[src/rtl/decode_ctrl.sv]
// Decode/control stage ahead of the ALU: latches the fetched instruction, decodes its fields and
// sequences FETCH->DECODE->REGREAD->ALU->(MEM)->WB. Optional macro DECODE_ILLEGAL_TRAP_EN traps opcodes 6/7.
module decode_ctrl #(
  parameter logic [1:0]  RESET_PC_OP = 2'b11,
  parameter int unsigned MEM_TIMEOUT = 15
) (
  input  logic        I_clk,
  input  logic        I_rst,
  input  logic [15:0] I_instr,
  input  logic        I_memReady,
  input  logic        I_shldBranch,
  output logic [5:0]  O_state,
  output logic [4:0]  O_aluop,
  output logic [2:0]  O_selD,
  output logic [2:0]  O_selA,
  output logic [2:0]  O_selB,
  output logic [7:0]  O_imm,
  output logic        O_aluEn,
  output logic        O_regWe,
  output logic        O_memReq,
  output logic        O_memWe,
  output logic [1:0]  O_pcop,
`ifdef DECODE_ILLEGAL_TRAP_EN
  output logic        O_illegal,
`endif
  output logic        O_timeout
);

  localparam int unsigned CNT_W = (MEM_TIMEOUT < 2) ? 1 : $clog2(MEM_TIMEOUT + 1);

  typedef enum logic [5:0] {
    ST_HALT    = 6'b000000,
    ST_FETCH   = 6'b000001,
    ST_DECODE  = 6'b000010,
    ST_REGREAD = 6'b000100,
    ST_ALU     = 6'b001000,
    ST_MEM     = 6'b010000,
    ST_WB      = 6'b100000
  } state_t;

  state_t             r_state;
  logic               r_rst_hold;
  logic [CNT_W-1:0]   r_wait;

  logic [3:0] w_opcode;
  logic       w_writes_d;
  logic       w_branch;
  logic       w_load;
  logic       w_store;
  logic       w_resv;
  logic       w_wait_done;
  logic [1:0] w_wb_pcop;

  assign O_state     = r_state;
  assign w_opcode    = O_aluop[4:1];
  assign w_wait_done = (MEM_TIMEOUT != 0) && (r_wait == CNT_W'(MEM_TIMEOUT - 1));
  assign w_wb_pcop   = (w_branch && I_shldBranch) ? 2'b10 : 2'b01;

  // Instruction class from the latched opcode
  always_comb begin
    w_writes_d = 1'b0;
    w_branch   = 1'b0;
    w_load     = 1'b0;
    w_store    = 1'b0;
    w_resv     = 1'b0;
    case (w_opcode)
      4'd6, 4'd7:   w_resv   = 1'b1;
      4'd12, 4'd13: w_branch = 1'b1;
      4'd14:        w_load   = 1'b1;
      4'd15:        w_store  = 1'b1;
      default:      w_writes_d = 1'b1;
    endcase
  end

  // Sequencer; every output is set on the edge that enters the state it belongs to
  always_ff @(posedge I_clk or posedge I_rst) begin
    if (I_rst) begin
      r_state    <= ST_FETCH;
      r_rst_hold <= 1'b1;
      r_wait     <= '0;
      O_aluop    <= '0;
      O_selD     <= '0;
      O_selA     <= '0;
      O_selB     <= '0;
      O_imm      <= '0;
      O_aluEn    <= 1'b0;
      O_regWe    <= 1'b0;
      O_memReq   <= 1'b0;
      O_memWe    <= 1'b0;
      O_pcop     <= RESET_PC_OP;
      O_timeout  <= 1'b0;
`ifdef DECODE_ILLEGAL_TRAP_EN
      O_illegal  <= 1'b0;
`endif
    end else begin
      O_aluEn <= 1'b0;
      O_regWe <= 1'b0;
      O_pcop  <= 2'b00;
      if (r_rst_hold) begin
        // Release cycle: PC stays in reset, memory request starts for the first fetch
        r_rst_hold <= 1'b0;
        O_pcop     <= RESET_PC_OP;
        O_memReq   <= 1'b1;
      end else begin
        case (r_state)
          ST_FETCH: begin
            if (I_memReady) begin
              O_aluop  <= {I_instr[15:12], I_instr[8]};
              O_selD   <= I_instr[11:9];
              O_selA   <= I_instr[7:5];
              O_selB   <= I_instr[4:2];
              O_imm    <= I_instr[7:0];
              O_memReq <= 1'b0;
              r_wait   <= '0;
              r_state  <= ST_DECODE;
            end else if (w_wait_done) begin
              O_timeout <= 1'b1;
              r_wait    <= '0;
            end else begin
              r_wait <= r_wait + CNT_W'(1);
            end
          end
          ST_DECODE: begin
`ifdef DECODE_ILLEGAL_TRAP_EN
            if (w_resv) begin
              O_illegal <= 1'b1;
              r_state   <= ST_HALT;
            end else begin
              r_state <= ST_REGREAD;
            end
`else
            r_state <= ST_REGREAD;
`endif
          end
          ST_REGREAD: begin
            O_aluEn <= 1'b1;
            r_state <= ST_ALU;
          end
          ST_ALU: begin
            if (w_load || w_store) begin
              O_memReq <= 1'b1;
              O_memWe  <= w_store;
              r_wait   <= '0;
              r_state  <= ST_MEM;
            end else begin
              O_regWe <= w_writes_d;
              O_pcop  <= w_wb_pcop;
              r_state <= ST_WB;
            end
          end
          ST_MEM: begin
            if (I_memReady || w_wait_done) begin
              // A timed-out load must not write the register file
              O_regWe   <= w_writes_d || (w_load && I_memReady);
              O_pcop    <= w_wb_pcop;
              O_timeout <= O_timeout || !I_memReady;
              O_memReq  <= 1'b0;
              O_memWe   <= 1'b0;
              r_wait    <= '0;
              r_state   <= ST_WB;
            end else begin
              r_wait <= r_wait + CNT_W'(1);
            end
          end
          ST_WB: begin
            O_memReq <= 1'b1;
            r_state  <= ST_FETCH;
          end
          ST_HALT: begin
            O_memReq <= 1'b0;
            O_memWe  <= 1'b0;
          end
          default: begin
            O_memReq <= 1'b1;
            O_memWe  <= 1'b0;
            r_state  <= ST_FETCH;
          end
        endcase
      end
    end
  end

  logic w_unused;
  assign w_unused = w_resv;

endmodule

[config.mk]
export PLATFORM = sky130hd
export DESIGN_NAME = decode_ctrl
export DESIGN_NICKNAME = d
export VERILOG_FILES = /design/src/rtl/decode_ctrl.sv
export SDC_FILE = /design/constraint.sdc
export NUM_CORES = 1
export LEC_CHECK = 0
export BUFFER_PORTS_ARGS = -buffer_cell sky130_fd_sc_hd__buf_4
export CAP_MARGIN = 20
export CORE_AREA = 5 5 116 74
export CTS_BUF_LIST = sky130_fd_sc_hd__clkbuf_16
export DETAILED_ROUTE_END_ITERATION = 10
export DIE_AREA = 0 0 121 79
export PLACE_DENSITY = 0.44
export SLEW_MARGIN = 10
export SYNTH_ARGS = -nofsm -noshare
export SYNTH_HDL_FRONTEND = slang
export SYNTH_SLANG_ARGS = --single-unit
export TNS_END_PERCENT = 50
[constraint.sdc]
create_clock -name I_clk -period 2 [get_ports I_clk]
set_input_delay 0.3 -clock I_clk [delete_from_list [all_inputs] [get_ports I_clk]]
set_output_delay 0.3 -clock I_clk [all_outputs]
set_load 0.01 [all_outputs]
==> flow_summary.json <==
{
  "cts_tree": "done",
  "report.final.slew_viol_count": 0,
  "syn_area_sq_um": 1800,
  "cts_buffers": 5,
  "synth_compound_area_share_pct": 12.2,
  "dp_cells": 318,
  "wl_per_cell_um": 13.8,
  "fin_cells": 326,
  "synth_xor_area_share_pct": 0.973,
  "htree_levels": 2,
  "avgSynthCellArea_sq_um": 11.3,
  "finClkSkew_ns": 0.00311,
  "wl_um": 4520,
  "synth_top_family_by_area": "simple AND/OR/NAND/NOR gates",
  "critPathMaxStageDelay_ns": 0.52,
  "drcViolationCount": 0,
  "drive_above_1_share_pct": 47.2,
  "synth_edf_count": 0,
  "ys.flop_type": "dfrtp_1",
  "io_buffers": 54,
  "grt_pass1_vias": 1337,
  "post-route-period-util_pct": 90.1,
  "syn2layout_area_growth_pct": 35.9,
  "nets": 239,
  "hold_viol": 0,
  "end_kind": "flip-flop",
  "gp_congestion": 0.762,
  "rsz0062_at_grt": "false",
  "fmax_ghz": 0.555,
  "crit_chain": "nor2b_4, nand3_2, or3b_1, buf_4, mux2_4",
  "grt_max_degree": 35,
  "p_per_area_nw_per_um2": 1580,
  "vias": 1360,
  "power_w": 0.00387,
  "tns_ns": 0,
  "drt_iter0_drc": 89,
  "critical_path.startpoint": "O_state[0]",
  "path_clk_slew_ns": 0.05,
  "place_ws_ns": 0.120,
  "drv_cap": 0,
  "synth_simple_gate_area_share_pct": 16.4,
  "clock_sinks": 34,
  "postRouteAntennaNets": 0,
  "cts_setup_buffers": 0,
  "io_pins": 55,
  "yosysWarnings": 0,
  "synth.area.top_cells": "dfrtp_1 (42%), mux2_4 (7.5%), dfstp_2 (5.8%)",
  "fin_ws_ns": 0.197,
  "yosysUniqueCellTypes": 48,
  "fp.dieW_um": 121,
  "async_flop_share_pct": 100,
  "dieHeight_um": 79,
  "hpwl_um": 3290,
  "period_needed_ns": 1.80,
  "synthMuxAreaShare_pct": 13.1,
  "worstPathArrival_ns": 1.96,
  "die_area_sq_um": 9560,
  "synth_fp_nets": 182,
  "final_util_pct": 32.4,
  "antenna_found_initial": 0,
  "power_leakage_nw": 1.18,
  "ir_worst_vdd_v": 0.000492,
  "yosysSeqAreaShare_pct": 47.5,
  "synth_top_cell_area_share_pct": 41.7,
  "grt_pass1_wl_um": 7230,
  "start_util_pct": 23.9,
  "clk_latency_ns": 0.28,
  "yosysTopAreaCell": "dfrtp_1",
  "core_area_sq_um": 7540,
  "setup_viol": 0,
  "diodes": 0,
  "path_class": "flip-flop to flip-flop",
  "worstHoldPathType": "primary input to asynchronous set/reset pin",
  "rows": 25,
  "grt.total_usage_pct": 9.89,
  "grt-ovfl-total": 0,
  "ys_ff_latch": 34,
  "yosys.area_share.adder_pct": 1.39,
  "worstSetupStartpointType": "flip-flop",
  "slowest_stage": "dfstp_2",
  "cts_buffer_depth": 2,
  "drt-pass1-iter-count": 5,
  "outcome": "complete, no violations",
  "critPathMaxFanout": 17,
  "via_per_inst": 4.17,
  "worstPathRequired_ns": 2.16,
  "root_buffer": "clkbuf_16",
  "synthCells": 160,
  "r2r-start": "O_state[0]"
}
repair_timing:
action | in CTS | in global routing
setup endpoints to repair | 0 | 1
hold buffers | 0 | 0
resized for setup | 0 | 1
state kept, by name, indices dropped and copies added, names as in the netlist:
| signal | flops |
|---|---|
| O_aluEn | 1 |
| O_aluop | 5 |
| O_imm | 4 |
| O_memReq | 1 |
| O_memWe | 1 |
| O_pcop | 2 |
| O_regWe | 1 |
| O_selA | 2 |
| O_selB | 2 |
| O_selD | 3 |
| O_state | 6 |
| O_timeout | 1 |
| r_rst_hold | 1 |
| r_wait | 4 |
area by class of cell:
type | instances | area, sq um
inverters | 5 | 18.8
flip-flops and latches | 34 | 856
fillers | 788 | 5090
repair buffers | 66 | 495
clock buffers | 5 | 125
multi-input cells | 105 | 803
well taps | 108 | 135
clock inverters | 3 | 12.5
cell usage after synthesis, drive strengths merged (2+ instances only):
cell type,n
a31oi,2
mux2,17
buf,14
inv,5
nand4,2
nor2,8
a21oi,2
a21o,4
clkbuf,2
nand3,8
nor3,5
dfstp,4
dfrtp,30
o221ai,3
nor2b,3
nand4b,3
nand2,15
and3,2
o21ai,10
ha,2
through the flow:
stage / hold WS, ns / cell area (sq um)
2_1_floorplan: 0.439 / 1800
3_3_place_gp: 0.449 / 2300
3_5_place_dp: 0.449 / 2300
4_1_cts: 0.148 / 2440
5_1_grt: 0.193 / 2450
6_report: 0.126 / 2450
cell families (layout without fill, tap and decap cells):
kind of cell	Yosys count	after routing
buffers and inverters	21	79
adder cells (fa/ha/maj)	2	2
multiplexers	18	18
XOR/XNOR	2	2
flip-flops	34	34
AND/OR/NAND/NOR	51	51
AO/OA/AOI/OAI	31	31
other	1	1
report_power, final:
part	switching (W)	internal, W	total (W)
Sequential	0.000284	0.000977	0.00126
Clock	0.000290	0.000450	0.000740
Combinational	0.000839	0.00103	0.00187
final timing paths:
kind	end	slack, ns	depth (start not counted)
max	O_aluop[2]	0.20	5
min	O_state[3]	0.13	3
max reg2reg	O_aluop[2]	0.20	5
min reg2reg	O_timeout	0.46	1
max in group asynchronous	O_pcop[0]	1.53	3
min in group I_clk	O_selD[0]	0.25	2
placed cells by master (no fill, tap or decap), types with 4 or more instances in the layout:
| cell | n |
|---|---|
| dfstp_2 | 4 |
| mux2_4 | 9 |
| inv_1 | 6 |
| nor3_1 | 5 |
| a21o_1 | 4 |
| buf_4 | 66 |
| mux2_2 | 8 |
| clkbuf_16 | 5 |
| nand2_1 | 15 |
| nor2_1 | 6 |
| nand3_1 | 7 |
| dfrtp_1 | 30 |
| o21ai_0 | 10 |
per-layer routing:
metal  global-route usage [%]  vias up  routed length (um)
li1                         -      676                   -
met1                     14.9      637                2410
met2                     12.3       42                1710
met3                     3.84        5                 341
met4                     3.73        0                  57
met5                        0        -                   0
critical path, delay by kind of cell, from the launching register on:
family | cells | cell delay [ns]
buf+inv | 1 | 0.23
flops | 1 | 0.52
mux | 1 | 0.32
simple gates | 3 | 0.59
Note: power is estimated with default switching activity, not from simulation.
